$ cat src/rtl/mar_pkg.sv
// Shared parameters, address-width helper and FSM state encoding for the MAR read path.
package mar_pkg;

    localparam int unsigned DATA_W_DEF = 4;
    localparam int unsigned DEPTH_DEF  = 4;

    // Address width for a bank of the given depth (at least one bit)
    function automatic int unsigned addr_w(input int unsigned depth);
        return (depth <= 1) ? 1 : $clog2(depth);
    endfunction

    typedef enum logic [1:0] {
        IDLE    = 2'd0,
        PRESENT = 2'd1,
        DONE    = 2'd2
    } state_e;

endpackage

$ cat src/rtl/mar_regfile.sv
// DEPTH x DATA_W register bank: one write port, one combinational read port.
// The read port bypasses a same-cycle write to the same address (write-first).
module mar_regfile
    import mar_pkg::*;
#(
    parameter int unsigned DATA_W = DATA_W_DEF,
    parameter int unsigned DEPTH  = DEPTH_DEF,
    localparam int unsigned ADDR_W = addr_w(DEPTH)
) (
    input  logic              clk,
    input  logic              rst,
    input  logic              wr_en,
    input  logic [ADDR_W-1:0] wr_sel,
    input  logic [DATA_W-1:0] wr_data,
    input  logic [ADDR_W-1:0] rd_sel,
    output logic [DATA_W-1:0] rd_word_c
);

    logic [DATA_W-1:0] bank [DEPTH];

    always_ff @(posedge clk or posedge rst) begin
        if (rst) begin
            for (int unsigned i = 0; i < DEPTH; i++) begin
                bank[i] <= '0;
            end
        end else if (wr_en) begin
            bank[wr_sel] <= wr_data;
        end
    end

    always_comb begin
        rd_word_c = bank[rd_sel];
        if (wr_en && (wr_sel == rd_sel)) begin
            rd_word_c = wr_data;
        end
    end

endmodule

$ cat src/rtl/mar_reader.sv
// Burst-read sequencer over the MAR register bank: streams consecutive words
// (wrapping at DEPTH) over valid/ready and pulses done after the last accept.
module mar_reader
    import mar_pkg::*;
#(
    parameter int unsigned DATA_W = DATA_W_DEF,
    parameter int unsigned DEPTH  = DEPTH_DEF,
    localparam int unsigned ADDR_W = addr_w(DEPTH)
) (
    input  logic              clk,
    input  logic              rst,
    input  logic              wr_en,
    input  logic [ADDR_W-1:0] wr_sel,
    input  logic [DATA_W-1:0] wr_data,
    input  logic              start,
    input  logic [ADDR_W-1:0] start_sel,
    input  logic [ADDR_W:0]   burst_len,
    output logic [DATA_W-1:0] rd_data,
    output logic [ADDR_W-1:0] rd_sel,
    output logic              rd_valid,
    input  logic              rd_ready,
    output logic              busy,
    output logic              done
);

    localparam logic [ADDR_W:0] DEPTH_L = (ADDR_W + 1)'(DEPTH);
    localparam logic [ADDR_W:0] ONE_L   = (ADDR_W + 1)'(1);

    state_e              state;
    logic [ADDR_W-1:0]   ptr;
    logic [ADDR_W:0]     remaining;
    logic [ADDR_W:0]     len_clamped_c;
    logic [ADDR_W-1:0]   ld_sel_c;
    logic [DATA_W-1:0]   ld_word_c;

    // Address of the word loaded at this edge: burst start in IDLE, next word otherwise
    always_comb begin
        ld_sel_c      = (state == IDLE) ? start_sel : ptr + ADDR_W'(1);
        len_clamped_c = (burst_len > DEPTH_L) ? DEPTH_L : burst_len;
    end

    mar_regfile #(
        .DATA_W (DATA_W),
        .DEPTH  (DEPTH)
    ) u_regfile (
        .clk       (clk),
        .rst       (rst),
        .wr_en     (wr_en),
        .wr_sel    (wr_sel),
        .wr_data   (wr_data),
        .rd_sel    (ld_sel_c),
        .rd_word_c (ld_word_c)
    );

    always_ff @(posedge clk or posedge rst) begin
        if (rst) begin
            state     <= IDLE;
            ptr       <= '0;
            remaining <= '0;
            rd_data   <= '0;
            rd_sel    <= '0;
        end else begin
            case (state)
                IDLE: begin
                    if (start && (burst_len != '0)) begin
                        ptr       <= start_sel;
                        remaining <= len_clamped_c;
                        rd_data   <= ld_word_c;
                        rd_sel    <= start_sel;
                        state     <= PRESENT;
                    end
                end
                PRESENT: begin
                    // Without a handshake the presented word is a frozen snapshot
                    if (rd_ready) begin
                        if (remaining == ONE_L) begin
                            state <= DONE;
                        end else begin
                            ptr       <= ld_sel_c;
                            remaining <= remaining - ONE_L;
                            rd_data   <= ld_word_c;
                            rd_sel    <= ld_sel_c;
                        end
                    end
                end
                DONE: begin
                    state <= IDLE;
                end
                default: begin
                    state <= IDLE;
                end
            endcase
        end
    end

    // Status flags decode state only, so no input reaches them combinationally
    assign rd_valid = (state == PRESENT);
    assign busy     = (state != IDLE);
    assign done     = (state == DONE);

endmodule

$ cat config.mk
export PLATFORM = sky130hd
export DESIGN_NAME = mar_reader
export DESIGN_NICKNAME = d
export VERILOG_FILES = /design/src/rtl/mar_pkg.sv /design/src/rtl/mar_regfile.sv /design/src/rtl/mar_reader.sv
export SDC_FILE = /design/constraint.sdc
export NUM_CORES = 1
export LEC_CHECK = 0
export BUFFER_PORTS_ARGS = -buffer_cell sky130_fd_sc_hd__buf_2
export CAP_MARGIN = 20
export CORE_MARGIN = 2
export CORE_UTILIZATION = 45
export DETAILED_ROUTE_END_ITERATION = 10
export GPL_TIMING_DRIVEN = 0
export PLACE_DENSITY_LB_ADDON = 0.15
export SLEW_MARGIN = 15
export SYNTH_ARGS = -nofsm -noshare
export SYNTH_HDL_FRONTEND = slang
export SYNTH_SLANG_ARGS = --single-unit
$ cat constraint.sdc
create_clock -name clk -period 2.1 [get_ports clk]
set_input_delay 0.315 -clock clk [delete_from_list [all_inputs] [get_ports clk]]
set_output_delay 0.315 -clock clk [all_outputs]
set_load 0.005 [all_outputs]
### Yosys cells after proc, flatten, opt, wreduce, memory -nomap -nowiden

Index checks and enable logic that the tools add are counted.

* output and inout bits: 9
* register bits after elaboration: 27
* input bits: 16
* logic and storage cells: 58

* add/subtract/negate cells: 2
* equality and inequality tests: 8
* reductions and logical operators: 9
* order comparisons: 4
* mux-type cells: 25
* bitwise logic cells: 2

Operators by type and width (number)
* 4-bit two-way mux: 7
* 16-bit bitwise mux: 1
* 2-bit two-way mux: 7
* 3-bit two-way mux: 4
* 4-bit binary-select mux with 2-bit select: 1
* 4-bit demux with 2-bit select: 1
* 2-bit one-hot mux with 2 select lines: 2
* 4-bit one-hot mux with 2 select lines: 1
* 3-bit greater-or-equal comparator, second input constant: 2
* 2-bit by 1-bit inequality test with 1-bit output, second input constant: 3
* 2-bit inverter with 3-bit output: 2
* 3-bit one-hot mux with 2 select lines: 1
* 4-bit AND reduction: 1
* 2-bit nonzero test: 2
* 3-bit by 1-bit == test with 1-bit output, second input constant: 1
* 3-bit greater-than comparator, second input constant: 1
* 1-bit logical AND: 3
* 3-bit by 1-bit less-than comparator with 1-bit output, second input constant: 1
* 3-bit AND reduction: 1
* 3-bit nonzero test: 1
* 3-bit by 1-bit subtractor with 3-bit output, second input constant: 1
* 2-bit by 1-bit adder with 2-bit output, second input constant: 1
* 2-bit by 1-bit == test with 1-bit output, second input constant: 1
* 2-bit == test: 1
* other kinds (3): 3

### Depth between registers and ports, before layout

* depth in word-level cells: 10
* gate-level depth with buffers: 8
* gate-level depth less buffers: 7

### Modules after synthesis

From an unflattened synthesis, not the netlist that was laid out.

* cells, all modules: 106
* area total of the unflattened synthesis: 1436.4 um^2

Modules (own cells, without submodules)
* mar_regfile: cells an instance 48, area each 794.5 um^2, sequential area each 400.4 um^2, instances 1
* mar_reader: cells an instance 58, area each 641.9 um^2, sequential area each 275.3 um^2, instances 1

### Worst setup path before layout

OpenSTA, ideal clock, no wires.

* path kind: register to register
* start point: register state[0]
* end point: register rd_data[0]
* path slack: 0.288 ns
* buffers on the path: 0
* stages on the path, launching flop included: 6
* clock period less this slack: 1.812 ns
* library setup time: 0.126 ns
* required time: 1.974 ns
* arrival: 1.686 ns
* path through: dfrtp_1 -> or3b_4 -> o21ai_2 -> mux4_1 -> mux2i_1 -> a21oi_1

* longest elaborated chain between the ends: 10
* elaborated cells on any way between the ends: 19
* classes of those cells: eq/ne (5); mux (9); bitwise (1); reduce/logical (4)

RTL lines
* start, declared: line mar_reader.sv:29 `state_e state;`
* start signal, assigned: line mar_reader.sv:57 `state <= IDLE;`
* start signal, assigned: line mar_reader.sv:70 `state <= PRESENT;`
* start signal, assigned: line mar_reader.sv:77 `state <= DONE;`
* 2-bit logical NOT: line mar_reader.sv:38, mar_reader.sv:63
* 2-bit two-way mux: line mar_reader.sv:38 `ld_sel_c = (state == IDLE) ? start_sel : ptr + ADDR_W'(1);`
* 2-bit inverter with 3-bit output (implied by the code): line mar_regfile.sv:32 `rd_word_c = bank[rd_sel];`
* 4-bit binary-select mux with 2-bit select: line mar_regfile.sv:32
* 4-bit two-way mux (implied by the code) (2 in series): line mar_regfile.sv:32
* 4-bit two-way mux: line mar_regfile.sv:33 `if (wr_en && (wr_sel == rd_sel)) begin`
* 4-bit two-way mux: line mar_reader.sv:76 `if (remaining == ONE_L) begin`
* 4-bit two-way mux: line mar_reader.sv:75 `if (rd_ready) begin`
* 4-bit one-hot mux with 2 select lines: line mar_reader.sv:63 `case (state)`
* end signal, assigned: line mar_reader.sv:68 `rd_data <= ld_word_c;`
* end signal, assigned: line mar_reader.sv:81 `rd_data <= ld_word_c;`
* end, declared: line mar_reader.sv:18 `output logic [DATA_W-1:0] rd_data,`

Several ways; a longest one is shown, not always the timed one. The select of a mux whose other input is x is not followed.
A chain may end at the register's enable or synchronous reset.

### Worst setup path in the final report

* start point: register state[0]
* end point: register rd_data[1]

Same word-level chain as after synthesis.

==> flow_summary.json <==
{
  "outcome": "completed",
  "detailed_place_hpwl_mm": 2.04,
  "period_needed_ns": 1.96,
  "ant_nets": 0,
  "core.rowCount": 20,
  "finalClockSkew_ns": 0.0125,
  "grt_antenna_before_repair": 0,
  "nNetsFinal": 170,
  "synthDistinctLibCells": 34,
  "clock_tree.root_cell": "clkbuf_4",
  "worst-slew-pin-transition_ns": 0.745,
  "timing.max_cap.violations": 0,
  "setup-violations-final": 0,
  "worstReg2RegStart": "state[0]$_DFFE_PP0P_",
  "cts.reportedPaths.clkPinSlew_ns": 0.15,
  "synth_area_sq_um": 1420,
  "worst_hold_path_type": "in2reg",
  "setup.worst_path.start_class": "flip-flop",
  "chipWidth_um": 60.3,
  "grt_pass1_vias": 937,
  "yosys_register_bits": 27,
  "timing.critical_path.to_type": "flip-flop",
  "track_usage": 0.167,
  "leakage_power_of_the_design_uw": 0.000807,
  "tritoncts": "yes",
  "worst_setup_path_startpoint": "state[0]$_DFFE_PP0P_",
  "max-slew-margin-rel": 0.502,
  "cpMaxStageDelayCell": "mux4_1",
  "gp_congestion": 0.780,
  "synth_commonest_cells": "27 x dfrtp_1, 16 x mux2_2, 10 x nor2_1",
  "async_flop_share": 1.00,
  "gr-usage-met1": 0.235,
  "period_share": 0.933,
  "grt.busiest_layer": "met2",
  "wire_length_of_the_first_global_routing_pass_mm": 4.31,
  "detail_route.wl_per_cell_um": 13.9,
  "synth_enable_flop_cells": 0,
  "peakVddDrop_v": 0.000481,
  "globalRouteMet2Util": 0.252,
  "dieHeight_um": 60.3,
  "cts.sink_count": 27,
  "avgViaCountPerCell": 5.24,
  "fmaxAchievable_mhz": 511,
  "n_antenna_cell": 0,
  "power_per_cell_area_nw_per_um2": 1210,
  "drt_first_pass_iters": 4,
  "overflow": 0,
  "core_region_area_sq_um": 3030,
  "totalNegativeSetupSlack_ns": 0,
  "synth_top_flop_cell": "dfrtp_1",
  "post-route-drc-count": 0,
  "postSynthCellCount": 117,
  "grt_start_max_net_pins": 28,
  "cp.buffers_inverters": 0,
  "timing_max_transition_violations_final": 0,
  "numPortBuffers": 24,
  "finalHoldViolCount": 0,
  "drive_gt1_frac": 0.404,
  "path_cells": "or3b_4 -> o21ai_2 -> mux4_1 -> mux2i_1 -> a21oi_1",
  "ys.warnings.count": 0,
  "final_cell_area_excluding_filler_cells_sq_um": 1690,
  "timing.critical_path.slowest_cell_delay_ns": 0.59,
  "yosys.area.top_type": "dfrtp_1",
  "initial_core_utilization": 0.470,
  "first_iter_violations": 37,
  "io_pins": 25,
  "synth.most_common_cell": "dfrtp_1",
  "crit_fanout": 7,
  "grt_setup_unrepaired": "false",
  "cts_made_buffers": 3,
  "clk_path_buf_depth": 2,
  "post_dp_cell_area_sq_um": 1600,
  "finalHoldWorstSlack_ns": 0.239,
  "final_core_utilization": 0.560,
  "postSynthNetCount": 135,
  "crit_path_max_delay_family": "multiplexers",
  "seq_area_frac_synth": 0.475,
  "netlist.area_leader.share": 0.475,
  "global_route.usage.met3": 0.0260,
  "synth.top_cells.by_area": "dfrtp_1 47%, mux2_2 13%, mux4_1 7.4%",
  "critPathArrivalTime_ns": 2.19,
  "die-area_sq_um": 3630,
  "hp_start": "start_sel[0]",
  "timing_worst_setup_path_type": "reg2reg",
  "htreeDepth": 1,
  "routed_wirelength_mm": 2.71,
  "worst-endpoint-required_ns": 2.33,
  "syn_to_final_growth_pct": 19.0,
  "vias": 1022,
  "clkLatencyLatePin_ns": 0.33,
  "avgSynthCellArea_sq_um": 12.2
}
[cell type report]
cell class | count | area [sq um]
Clock buffer | 3 | 22.5
Sequential cell | 27 | 676
Inverter | 8 | 30.0
Fill cell | 275 | 1330
Multi-Input combinational cell | 80 | 708
Buffer | 2 | 10.0
Tap cell | 44 | 55.1
Timing Repair Buffer | 30 | 188
Clock inverter | 1 | 5.00
[what timing repair did]
item,CTS,global route
resized for setup,0,0
hold buffers,0,1
hold endpoints to repair,0,8
setup endpoints to repair,0,2
setup buffers,0,4
[path summary, 6_finish.rpt]
path                                            endpoint  slack (ns)  cells after the start
setup reg to reg                  rd_data[1]$_DFFE_PP0P_        0.14                      5
setup / recovery                  rd_data[1]$_DFFE_PP0P_        0.14                      5
max in group asynchronous             ptr[0]$_DFFE_PP0P_        1.17                      4
hold reg to reg            u_regfile.bank[7]$_DFFE_PP0P_        0.52                      1
min in group asynchronous       remaining[0]$_DFFE_PP0P_        0.50                      3
hold / removal                        ptr[0]$_DFFE_PP0P_        0.24                      3
[flip-flops by register name, indices dropped and copies added, names as in the netlist]
signal	flops
state	2
remaining	3
ptr	2
rd_data	4
u_regfile.bank	16
[cells by family (layout without fill, tap and decap cells)]
| family | count (synthesis) | after routing | synth area share |
|---|---|---|---|
| multiplexers | 25 | 25 | 0.235 |
| adder cells (fa/ha/maj) | 2 | 2 | 0.0176 |
| flip-flops | 27 | 27 | 0.475 |
| AO/OA/AOI/OAI | 21 | 21 | 0.110 |
| AND/OR/NAND/NOR | 31 | 31 | 0.123 |
| buffers and inverters | 10 | 44 | 0.0281 |
| XOR/XNOR | 1 | 1 | 0.0114 |
[worst reg2reg max path, delay by kind of cell, from the launching register on]
kind / cells / cell delay, ns
and+or+nand+nor: 1 / 0.43
muxes: 2 / 0.74
AOI/OAI and AO/OA: 2 / 0.23
DFF: 1 / 0.47
[stage by stage]
stage,total power [uW],std cells,worst slack (ns)
after floorplan,1530,117,0.288
after global placement,1760,185,0.150
after detailed placement,1790,185,0.125
after CTS,2020,189,0.122
after global routing,2230,195,0.0149
final,2050,195,0.142
[power breakdown]
group | switching (uW) | internal, uW | total (uW)
combinational | 487 | 543 | 1030
sequential | 113 | 678 | 791
clock | 156 | 71.6 | 228
[metal layers]
layer	vias to the layer above	share of wire
li1	501	-
met1	499	0.47
met2	17	0.48
met3	5	0.027
met4	0	0.017
met5	-	0
[layout by cell type, fill, tap and decap left out, types with 2 or more instances in the layout]
master and n:
nor2_1 10, clkbuf_4 3, nand2b_1 2, inv_1 7, mux2i_1 5, mux2_2 16
mux4_1 4, and2_1 2, nand2_1 2, nand3_1 6, dfrtp_1 27, buf_4 4
o21ai_0 4, a21oi_1 8, buf_2 26, ha_1 2
No activity file was read; power rests on OpenSTA's default activity.
